`src/rtl/dup_range_n.sv`:
```
// Range generator: walks range(base, limit, step) with signed stepping and emits every value DUP times
// as (value, copy) beats over a ready/valid port, stopping cleanly instead of wrapping on overflow.
module dup_range_n #(
  parameter int WIDTH = 32,
  parameter int DUP   = 2
) (
  input  logic                    _clock,
  input  logic                    _reset,
  input  logic                    _start,
  input  logic signed [WIDTH-1:0] base,
  input  logic signed [WIDTH-1:0] limit,
  input  logic signed [WIDTH-1:0] step,
  input  logic                    _ready,
  output logic                    _valid,
  output logic                    _done,
  output logic signed [WIDTH-1:0] _0,
  output logic [7:0]              _1
);

  typedef enum logic {S_DONE, S_EMIT} state_t;

  localparam logic [7:0] LAST_CPY = 8'(DUP - 1);

  state_t                  state_q, state_d;
  logic signed [WIDTH-1:0] val_q, val_d;
  logic signed [WIDTH-1:0] limit_q, limit_d;
  logic signed [WIDTH-1:0] step_q, step_d;
  logic [7:0]              cpy_q, cpy_d;

  logic signed [WIDTH:0]   next_w;
  logic signed [WIDTH:0]   limit_w;
  logic                    next_fits;
  logic                    next_in_range;
  logic                    empty_range;

  // One guard bit above WIDTH exposes overflow of val + step without wrapping.
  function automatic logic fits_width(input logic signed [WIDTH:0] x);
    return x[WIDTH] == x[WIDTH-1];
  endfunction

  always_comb begin
    next_w        = $signed({val_q[WIDTH-1], val_q}) + $signed({step_q[WIDTH-1], step_q});
    limit_w       = $signed({limit_q[WIDTH-1], limit_q});
    next_fits     = fits_width(next_w);
    next_in_range = step_q[WIDTH-1] ? (next_w > limit_w) : (next_w < limit_w);
    empty_range   = (step == '0) ||
                    (!step[WIDTH-1] && (base >= limit)) ||
                    ( step[WIDTH-1] && (base <= limit));
  end

  always_comb begin
    state_d = state_q;
    val_d   = val_q;
    limit_d = limit_q;
    step_d  = step_q;
    cpy_d   = cpy_q;
    if (_start) begin
      limit_d = limit;
      step_d  = step;
      val_d   = base;
      cpy_d   = '0;
      state_d = empty_range ? S_DONE : S_EMIT;
    end else if (_reset) begin
      state_d = S_DONE;
      val_d   = '0;
      cpy_d   = '0;
    end else if (state_q == S_EMIT && _ready) begin
      if (cpy_q != LAST_CPY) begin
        cpy_d = cpy_q + 8'd1;
      end else if (next_fits && next_in_range) begin
        val_d = next_w[WIDTH-1:0];
        cpy_d = '0;
      end else begin
        state_d = S_DONE;
      end
    end
  end

  always_ff @(posedge _clock) begin
    state_q <= state_d;
    val_q   <= val_d;
    limit_q <= limit_d;
    step_q  <= step_d;
    cpy_q   <= cpy_d;
  end

  assign _valid = (state_q == S_EMIT);
  assign _done  = (state_q == S_DONE);
  assign _0     = val_q;
  assign _1     = cpy_q;

endmodule

```
`config.mk`:
```
export PLATFORM = sky130hd
export DESIGN_NAME = dup_range_n
export DESIGN_NICKNAME = d
export VERILOG_FILES = /design/src/rtl/dup_range_n.sv
export SDC_FILE = /design/constraint.sdc
export NUM_CORES = 1
export LEC_CHECK = 0
export CORE_MARGIN = 5
export CORE_UTILIZATION = 55
export DETAILED_ROUTE_END_ITERATION = 10
export GPL_TIMING_DRIVEN = 0
export PLACE_DENSITY = 0.83
export SETUP_SLACK_MARGIN = 0.1
export SLEW_MARGIN = 20
export SYNTH_ARGS = -nofsm -noshare
export SYNTH_HDL_FRONTEND = slang
export SYNTH_SLANG_ARGS = --single-unit
```
`constraint.sdc`:
```
create_clock -name _clock -period 11.78 [get_ports _clock]
set_clock_uncertainty 0.15 [all_clocks]
set_input_delay 2.356 -clock _clock [delete_from_list [all_inputs] [get_ports _clock]]
set_output_delay 2.356 -clock _clock [all_outputs]
set_load 0.02 [all_outputs]
```
# --- After elaboration in Yosys (flattened, before gate mapping) ---
# Cells that the tools add are included.
# W data, S select, Z words.
totals:
  register_bits: 105
  input_bits: 100
  out_inout_bits: 42
  elab_cells: 45
op_classes:
  n_addsub: 2
  magnitude_cmp: 4
  n_eq_ne: 4
  mux: 14
  bitwise_logic: 1
  n_reduce_logical: 15
ops:
  columns: ["op", "n"]
  rows:
  - ["$mux W32", 5]
  - ["$add A32 B32 Y33", 1]
  - ["$gt A33 B32 Y1", 1]
  - ["$lt A33 B32 Y1", 1]
  - ["$ge A32 B32 Y1", 1]
  - ["$le A32 B32 Y1", 1]
  - ["$logic_not A32 Y1", 1]
  - ["$mux W8", 2]
  - ["$add A8 B1 Y8 const B", 1]
  - ["$ne A8 B1 Y1 const B", 1]
  - ["$mux W1", 7]
  - ["$ne A3 B3 Y1 const B", 2]
  - ["$reduce_and A3 Y1", 2]
  - ["$reduce_bool A3 Y1", 2]
  - ["$logic_and A1 B1 Y1", 4]
  - ["$logic_or A1 B1 Y1", 2]
  - ["$reduce_and A2 Y1", 1]
  - ["$reduce_bool A2 Y1", 1]
  - ["$reduce_or A2 Y1", 1]
  - ["$eq A1 B1 Y1", 1]
  - ["$logic_not A1 Y1", 1]
  - ["$not A1 Y1", 1]

# --- Depth between registers and ports, before layout ---
# Gate-level depths: netlist of the first run.
logic_depth:
  word_depth: 9
  mapped_depth: 21
  depth_no_buf: 21

# --- Worst setup path before layout of the first run ---
# OpenSTA, ideal clock, no wires.
synth_path:
  path_kind: "register -> register"
  start: "register val_q[0] (netlist: _0[0])"
  end: "register val_q[0] (netlist: _0[0]) (enable)"
  setup_time_ns: 0.466
  arrival_ns: 6.660
  required_ns: 11.164
  path_slack_ns: 4.505
  path_stages_with_launch: 22
  n_path_buf: 0
  period_less_slack_ns: 7.275
  path_cell_list: "edfxtp_1 > ha_1 > inv_1 > fa_1 > nand2b_1 > a21oi_2 > o311a_4 > o21ai_4 > o221ai_2 > and2_1 > a21oi_1 > or2_2 > ha_1 > nand4_1 > nor2_1 > nand3_1 > or4_1 > o2111ai_1 > xnor2_1 > o21ai_0 > or2_1 > o21ai_0"
synth_between:
  elab_chain_cells: 6
  word_cells_on_any_way: 8
  classes_between: "add/sub (1); order compare (2); eq/ne (1); mux (1); reduce/logical (3)"
synth_rtl:
  columns: ["element", "line", "rtl"]
  rows:
  - ["from (decl)", "25", "logic signed [WIDTH-1:0] val_q, val_d;"]
  - ["from (signal assigned)", "81", "val_q <= val_d;"]
  - ["$add A32 B32 Y33 *", "42", "next_w = $signed({val_q[WIDTH-1], val_q}) + $signed({step_q[WIDTH-1], step_q});"]
  - ["$lt A33 B32 Y1 / $gt A33 B32 Y1 (equally long branches)", "45", "next_in_range = step_q[WIDTH-1] ? (next_w > limit_w) : (next_w < limit_w);"]
  - ["$mux W1", "45", null]
  - ["$logic_and A1 B1 Y1 *", "70", "end else if (next_fits && next_in_range) begin"]
  - ["$reduce_bool A3 Y1 (no line) *", null, null]
  - ["$reduce_and A3 Y1 (no line) *", null, null]
# Every way passes the cells marked *; elsewhere a longest branch is shown, timed or not.
# A chain may end at the register's enable or synchronous reset.

# --- Final worst setup path of the first run ---
layout_path:
  start: "register val_q[0] (netlist: _0[0])"
  end: "register val_q[14] (netlist: _0[14]) (enable)"
# The elaborated chain is that of the path after synthesis.

==> results of run 1 <==
-- kinds of logic after synthesis --
kind of cell | after synthesis
DFF | 105
and+or+nand+nor | 158
buffers and inverters | 94
AOI/OAI and AO/OA | 183
xor gates and xnor gates | 36
adders and majority gates | 100
-- state kept, by name, indices dropped and copies added, names as in the netlist --
signal	count
_0	32
_valid	1
_1	8
limit_q	32
step_q	32
-- cells in the final DEF (no fill, tap or decap), types with 9 or more instances in the layout --
master	instances
nor3_1	9
edfxtp_1	97
a22o_1	30
nand3_1	17
nor2_1	36
o21ai_0	27
a21o_1	16
inv_1	80
ha_1	99
clkbuf_1	15
a21oi_1	52
nand4_1	16
xnor2_1	27
clkbuf_16	10
nor4_1	10
nand2_1	32
clkdlybuf4s50_1	140
xor2_1	9
-- Yosys cell counts, types with 2 or more instances --
cell,instances
ha_1,99
edfxtp_1,97
inv_1,80
a21oi_1,52
nor2_1,36
nand2_1,32
a22o_1,30
o21ai_0,28
xnor2_1,27
nand3_1,17
a21o_1,16
nand4_1,16
clkbuf_1,13
nor4_1,10
nor3_1,9
xor2_1,9
dfxtp_1,8
nand2b_1,8
o21a_1,8
a31oi_1,7
nor2b_1,6
o21bai_1,6
and2_1,5
and3_1,5
a221o_1,4
and4_1,4
a211oi_1,3
or2_2,3
a2111oi_0,2
a221oi_1,2
o2111ai_1,2
o21ba_2,2
o31ai_1,2
o41ai_1,2
or3_1,2
-- area by class of cell --
type / instances / area share, %
well taps: 172 / 2.37
clock inverters: 3 / 0.523
flip-flops and latches: 105 / 33.8
repair buffers: 143 / 16.0
plain buffers: 14 / 0.591
inverters: 80 / 3.30
multi-input cells: 477 / 40.4
clock buffers: 13 / 2.98
-- per-layer routing --
layer / vias up / GRT usage [%] / share of wire (%)
li1: 2841 / - / -
met5: - / 0 / 0
met1: 2804 / 33.0 / 40
met4: 0 / 12.0 / 3.5
met3: 54 / 6.22 / 7.3
met2: 305 / 44.3 / 49
-- worst max-delay path by stage --
stage / from / endpoint / slack, ps / cells past startpoint
after floorplan: _0[0] / _0[0] / 4500 / 21
after global placement: _0[0] / _0[11] / 2680 / 21
after detailed placement: _0[0] / _0[12] / 5500 / 22
after CTS: _0[0] / _0[12] / 5440 / 22
after global routing: _0[0] / _0[2] / 5110 / 22
final: _0[0] / _0[14] / 5400 / 22
-- power by group through the flow --
stage	combinational, mW	clock [mW]	sequential [mW]
floorplan	0.323	0	0.492
global placement	0.492	0	0.479
detailed placement	0.519	0	0.477
CTS	0.524	0.327	0.470
global route	0.585	0.343	0.472
finish	0.530	0.324	0.469
==> reports/results.txt, run 1 <==
Tot GR Track Use: 26.6%
hold path depth: 1
Post-DP HPWL: 15500 µm
fraction of layout cells with a size suffix above 1: 4.19%
relative slew slack: 51.7%
Synth cell types: 59
largest net degree at the start of global routing: 39
Fmax: 157 MHz
Synth Area in Adders: 17.7%
overall power: 1.32 mW
CP bufs+invs: 2
first-pass GRT wire length: 31200 µm
Synth Area in Simple Gates: 11.3%
WHS Endpoint: _1[0]
synthesized area: 7100 µm²
min cycle time layout: 6380 ps
Clk pwr share: 24.5%
Starting Density: 56.2%
total CTS buffers: 9
Hold Crit Start: _1[0]
R2R depth: 22
gr ovfl total: 0
Die Wd: 124 µm
cell count after synthesis: 676
Resized Gates After CTS: 0
Cell Pwr Density: 145 nW/µm²
DP Area: 8780 µm²
switching part of the total: 34.3%
Synth Area in Compound Gates: 18.2%
Seq pwr share: 35.5%
Setup crit end kind: flip-flop
Post-synth ARST share: 0%
clk buf depth: 2
Area Overhead vs Synth: 28.2%
Clock Sink Count: 105
Nets: 1030
fin util: 72.1%
Pre-antenna DRT Iters: 7
FF-to-FF Start: _0[0]
design area: 9100 µm²
WS Path Type: reg -> reg
number of global-route vias before repair: 6304
reg2reg end: _0[14]
Worst path max stage delay: 630 ps
post-synth top area share: 41.1%
Via density: 5.96
DRC violation count after routing: 0
CP startpoint kind: flip-flop
ys flop type: edfxtp_1
cell leakage power: 3.85 nW
Yosys Warn Count: 0
routability congestion estimate: 0.973
R2R setup slack: 5400 ps
post-route ant nets: 0
period utilisation layout: 54.2%
die area: 15300 µm²
Slew @ Worst Pin: 722 ps
fraction of synthesized area in multiplexers: 0%
Comb power frac: 40.0%
family with the most delay on the worst path: simple AND/OR/NAND/NOR gates
register area: 3070 µm²
xor/xnor cell area share of the yosys netlist: 4.44%
fill count: 926
Setup TNS: 0 ps
flop and latch count out of synthesis: 105
worst min path class: reg -> reg
# hold bufs at CTS: 0
setup repair bufs after CTS: 0
Required @ worst endpoint: 11700 ps
sw power: 0.453 mW
1st-iter DRT viols: 539
Worst IR Drop VDD: 0.0962 mV
initial antenna violation count: 0
# placed instances: 991
TritonCTS clock tree: done
Die Y: 124 µm
I/O Buffers: 141
Vias: 6004
Critical Path AT: 6310 ps
Final Max Slew Viols: 0
Reg clk slew, reported paths: 70 ps
status: finished clean
area leader, netlist: edfxtp_1
hold slack: 406 ps
count of final hold-check violations: 0
Boundary Pins: 142
syn nets: 876
area of the multi-input gates: 3680 µm²
maxcap violations: 0
CORE AREA: 12600 µm²
RSZ-0062 raised after global routing: no
H-tree lvl count: 3
Routed WL: 19600 µm
CTS root buffer: clkbuf_16
main area contributors after synthesis: edfxtp_1 (41%), ha_1 (17%), inv_1 (4.2%)
worst-path maximum fanout: 17
DR WL/cell: 19.5 µm
post-place setup slack: 5500 ps
Syn Area/Cell: 10.5 µm²
crit path cell chain: ha_1, inv_1, fa_1, nand2b_1, a21oi_2, o311a_4, o21ai_4, o221ai_2, and2_1, a21oi_1, or2_2, ha_1, nand4_1, nor2_1, nand3_1, or4_1, o2111ai_1, xnor2_1, o21ai_0, or2_1, o21ai_4, buf_16
crit path setup slack, layout: 5400 ps
Setup violations, final: 0
Critical Path Slowest Stage Cell: or4_1
EDFF count, synth: 97
sequential-to-total area share from yosys stat: 43.3%
P_int: 0.870 mW
clk_lat worst skew: 370 ps
largest family of logic cells by synthesized area: compound AO/OA/AOI/OAI gates
final non-filler cell total: 1007
Rows: 41
antenna fix cells: 0
Power figures use the tool's default switching activity.
==> run 2: changes to the inputs <==
--- a/config.mk
+++ b/config.mk
@@ -6,10 +6,10 @@
 export NUM_CORES = 1
 export LEC_CHECK = 0
 export CORE_MARGIN = 5
-export CORE_UTILIZATION = 55
+export CORE_UTILIZATION = 53
 export DETAILED_ROUTE_END_ITERATION = 10
 export GPL_TIMING_DRIVEN = 0
-export PLACE_DENSITY = 0.83
+export PLACE_DENSITY = 0.81
 export SETUP_SLACK_MARGIN = 0.1
 export SLEW_MARGIN = 20
 export SYNTH_ARGS = -nofsm -noshare
==> constraint.sdc (replaced) <==
create_clock -name _clock -period 6.2 [get_ports _clock]
set_clock_uncertainty 0.15 [all_clocks]
set_input_delay 1.24 -clock _clock [delete_from_list [all_inputs] [get_ports _clock]]
set_output_delay 1.24 -clock _clock [all_outputs]
set_load 0.02 [all_outputs]
==> run 2 against run 1 <==
  * Maximum frequency up 9.3%
  * Final cell count up 0.40%
  * Via count down 0.85%
  * Largest cell class unchanged
  * First-iteration DRC count down 3.7%
  * Register-to-register slack worse by 5000 ps
  * Worst setup slack worse by 5000 ps
  * Non-clock buffer count up 2
  * Total power up 83%
  * Combinational power up 92%
  * Utilization down 3.1 points
  * Routed wire length down 3.8%
  * Sequential power up 90%
==> reports/results.txt, run 2 (synthesis results as in run 1) <==
Clock Sink Count: 105
Required @ worst endpoint: 6110 ps
Hold Crit Start: _1[0]
Rows: 42
DR WL/cell: 18.6 µm
clk buf depth: 2
Area Overhead vs Synth: 28.2%
die area: 15800 µm²
Boundary Pins: 142
Tot GR Track Use: 23.7%
Setup TNS: 0 ps
CP bufs+invs: 2
family with the most delay on the worst path: simple AND/OR/NAND/NOR gates
period utilisation layout: 94.2%
cell leakage power: 3.84 nW
# hold bufs at CTS: 0
antenna fix cells: 0
H-tree lvl count: 3
1st-iter DRT viols: 519
initial antenna violation count: 0
commonest non-fill, non-tap cell in the layout: clkdlybuf4s50_1
CP startpoint kind: flip-flop
Worst path max stage delay: 610 ps
maxcap violations: 0
CTS root buffer: clkbuf_16
first-pass GRT wire length: 30100 µm
Nets: 1032
DRC violation count after routing: 0
Die Wd: 126 µm
crit path cell chain: ha_1, inv_1, fa_1, nand2b_1, a21oi_2, o311a_4, o21ai_4, o221ai_4, and2_4, a21oi_1, or2_2, ha_1, nand4_1, nor2_2, nand3_1, or4_1, o2111ai_1, xnor2_1, o21ai_0, or2_1, o21ai_4, buf_16
status: finished clean
Critical Path Slowest Stage Cell: or4_1
I/O Buffers: 141
fin util: 68.9%
FF-to-FF Start: _0[0]
Starting Density: 53.8%
Setup violations, final: 0
Final Max Slew Viols: 0
Die Y: 126 µm
fill count: 975
CP Launch Point: _0[0]
worst-path maximum fanout: 17
number of global-route vias before repair: 6145
Critical Path AT: 5750 ps
Cell Pwr Density: 266 nW/µm²
min cycle time layout: 5840 ps
Fmax: 171 MHz
Routed WL: 18800 µm
CORE AREA: 13200 µm²
Reg clk slew, reported paths: 70 ps
count of final hold-check violations: 0
relative slew slack: 51.5%
Slew @ Worst Pin: 725 ps
worst min path class: reg -> reg
most frequent cells in the layout: clkdlybuf4s50_1 (140), ha_1 (99), edfxtp_1 (97)
Setup crit end kind: flip-flop
Pre-antenna DRT Iters: 9
total CTS buffers: 9
fraction of layout cells with a size suffix above 1: 4.55%
clk_lat worst skew: 350 ps
Post-DP HPWL: 14900 µm
routability congestion estimate: 0.962
post-route ant nets: 0
gr ovfl total: 0
RSZ-0062 raised after global routing: no
Vias: 5953
Worst IR Drop VDD: 0.138 mV
TritonCTS clock tree: done
WS Path Type: reg -> reg
largest net degree at the start of global routing: 47
Via density: 5.89
-- run 2: changes by cell type in the layout (fill, tap and decap cells not counted), sizes merged --
cell,before,now
clkinv,2,4
buf,3,5
clkbuf,27,23
bufinv,1,0
clkinvlp,0,1
-- run 2: worst paths after layout --
check / end / slack (ps) / depth (start not counted)
max: _0[11] / 360 / 22
min: _1[0] / 400 / 1
max reg2reg: _0[11] / 360 / 22
min reg2reg: _1[0] / 400 / 1
-- run 2: power breakdown --
group / switching (mW) / internal (mW) / total (mW)
registers: 0.0355 / 0.854 / 0.889
logic: 0.562 / 0.454 / 1.02
clock network: 0.250 / 0.264 / 0.514
-- run 2: through the flow --
stage	instances	power [mW]	hold slack (ps)	worst slack (ps)	cell area, µm²
detailed placement	995	1.89	379	-67.8	8790
finish	1011	2.42	400	357	9090
global route	1011	2.55	414	101	9090
CTS	1011	2.40	404	250	9070
global placement	993	1.85	377	-605	8730
floorplan	676	1.55	429	380	7100
-- run 2: metal layers --
layer / vias up / wire length, µm / global-route usage, %
li1: 2844 / - / -
met1: 2812 / 8060 / 30.1
met2: 248 / 9030 / 39.6
met3: 49 / 1110 / 4.49
met4: 0 / 637 / 10.1
met5: - / 0 / 0
-- run 2: final cells by class --
| class | instances | area (µm²) | area share [%] |
|---|---|---|---|
| multi-input cells | 477 | 3700 | 40.7 |
| flip-flops and latches | 105 | 3070 | 33.8 |
| repair buffers | 145 | 1490 | 16.4 |
| well taps | 176 | 220 | 2.42 |
| plain buffers | 14 | 53.8 | 0.592 |
| inverters | 80 | 300 | 3.30 |
| clock inverters | 5 | 25.0 | 0.275 |
| clock buffers | 9 | 225 | 2.48 |
-- run 2: what timing repair did --
item,4_1_cts,5_1_grt
pin swaps,1,0
endpoints found under the hold margin,0,0
setup endpoints to repair,32,32
gates resized for setup,0,5
buffers inserted,2,0
==> run 3: changes to the inputs <==
--- a/config.mk
+++ b/config.mk
@@ -11,7 +11,7 @@
 export GPL_TIMING_DRIVEN = 0
 export PLACE_DENSITY = 0.81
 export SETUP_SLACK_MARGIN = 0.1
-export SLEW_MARGIN = 20
+export SLEW_MARGIN = 0
 export SYNTH_ARGS = -nofsm -noshare
 export SYNTH_HDL_FRONTEND = slang
 export SYNTH_SLANG_ARGS = --single-unit
==> run 3 against run 2 <==
  * Maximum frequency increased by 0.11%
  * Sequential cell count unchanged
  * Final cell count unchanged
  * Largest cell class unchanged
  * Register-to-register slack about the same
  * Highest routed layer unchanged
  * Clock power about the same
  * Cell area decreased by 0.28%
  * Combinational power about the same
  * Global-route usage about the same
==> reports/results.txt, run 3 (synthesis results as in run 1) <==
status: finished clean
Die Wd: 126 µm
first-pass GRT wire length: 30200 µm
CORE AREA: 13200 µm²
# hold bufs at CTS: 0
Pre-antenna DRT Iters: 6
Tot GR Track Use: 23.7%
Required @ worst endpoint: 6110 ps
Final Max Slew Viols: 0
Worst IR Drop VDD: 0.137 mV
fraction of layout cells with a size suffix above 1: 4.31%
Clk pwr share: 21.4%
Comb power frac: 41.8%
Setup TNS: 0 ps
1st-iter DRT viols: 556
Routed WL: 18900 µm
worst min path class: reg -> reg
total CTS buffers: 9
Die Y: 126 µm
CTS root buffer: clkbuf_16
Seq pwr share: 36.8%
worst-path maximum fanout: 17
Via density: 5.88
routability congestion estimate: 0.962
DR WL/cell: 18.7 µm
Fmax: 171 MHz
Area Overhead vs Synth: 27.8%
commonest non-fill, non-tap cell in the layout: clkdlybuf4s50_1
switching part of the total: 35.0%
Clock Sink Count: 105
Vias: 5947
Rows: 42
TritonCTS clock tree: done
Setup crit end kind: flip-flop
sw power: 0.847 mW
Boundary Pins: 142
hold path depth: 1
H-tree lvl count: 3
fill count: 987
WS Path Type: reg -> reg
CP startpoint kind: flip-flop
post-route ant nets: 0
R2R depth: 22
Reg clk slew, reported paths: 70 ps
Setup violations, final: 0
min cycle time layout: 5840 ps
clk_lat worst skew: 350 ps
number of global-route vias before repair: 6119
cell leakage power: 3.83 nW
maxcap violations: 0
Critical Path AT: 5740 ps
count of final hold-check violations: 0
relative slew slack: 41.3%
initial antenna violation count: 0
Post-DP HPWL: 14800 µm
Slew @ Worst Pin: 881 ps
Cell Pwr Density: 267 nW/µm²
RSZ-0062 raised after global routing: no
antenna fix cells: 0
gr ovfl total: 0
period utilisation layout: 94.1%
Starting Density: 53.8%
Nets: 1031
most frequent cells in the layout: clkdlybuf4s50_1 (140), ha_1 (99), edfxtp_1 (97)
I/O Buffers: 141
P_int: 1.57 mW
hold slack: 422 ps
largest net degree at the start of global routing: 66
DRC violation count after routing: 0
die area: 15800 µm²
clk buf depth: 2
-- run 3: repair_timing --
item / in CTS / in global routing
pin swaps: 1 / 1
hold endpoints to repair: 0 / 0
buffers inserted: 2 / 0
resized for setup: 0 / 5
setup endpoints to repair: 32 / 32
-- run 3: worst paths after layout --
path                                to  slack [ps]  start
worst max-delay path            _0[11]         360  _0[0]
worst min-delay path             _1[0]         420  _1[0]
worst max register to register  _0[11]         360  _0[0]
worst min register to register   _1[0]         420  _1[0]
-- run 3: layer usage --
metal	GRT usage [%]	vias up	part of all wire (%)
li1	-	2843	-
met1	30.4	2777	42
met2	39.0	272	47
met3	4.49	55	6.8
met4	10.8	0	3.6
met5	0	-	0
-- run 3: power groups by stage --
stage	clock, mW	sequential (mW)	combinational, mW
finish	0.517	0.890	1.01
global route	0.547	0.896	1.11
floorplan	0	0.935	0.616
detailed placement	0	0.906	0.978
CTS	0.525	0.891	0.992
global placement	0	0.907	0.940
-- run 3: critical path, cell delays in order (launching register included) --
cell	delay, ps
edfxtp_1	350
ha_1	190
inv_1	60
fa_1	400
nand2b_1	200
a21oi_2	250
o311a_4	260
o21ai_4	100
o221ai_4	230
and2_4	220
a21oi_1	60
or2_2	290
ha_1	340
nand4_1	150
nor2_2	240
nand3_1	130
or4_1	620
o2111ai_1	260
xnor2_1	140
o21ai_0	140
or2_1	280
o21ai_4	250
buf_16	200
-- run 3: metrics by stage --
| step | std cells | utilization, % | instance area [µm²] | setup WS (ps) | total power [mW] |
|---|---|---|---|---|---|
| 2_1_floorplan | 676 | - | 7100 | 380 | 1.55 |
| 3_3_place_gp | 993 | 66.2 | 8730 | -605 | 1.85 |
| 3_5_place_dp | 994 | 66.4 | 8760 | -62.1 | 1.88 |
| 4_1_cts | 1011 | 68.6 | 9040 | 231 | 2.41 |
| 5_1_grt | 1011 | 68.8 | 9070 | 131 | 2.55 |
| 6_report | 1011 | 68.8 | 9070 | 364 | 2.42 |
-- run 3: final cells by class --
cell class                 instances  area [µm²]  share of cell area, %
clock buffer                      10         229                   2.52
inverter                          80         300                   3.31
multi-input combinational        477        3700                   40.9
clock inverter                     5        23.8                  0.262
timing repair buffer             144        1460                   16.1
sequential                       105        3070                   33.9
buffer                            14        53.8                  0.593
tap                              176         220                   2.43
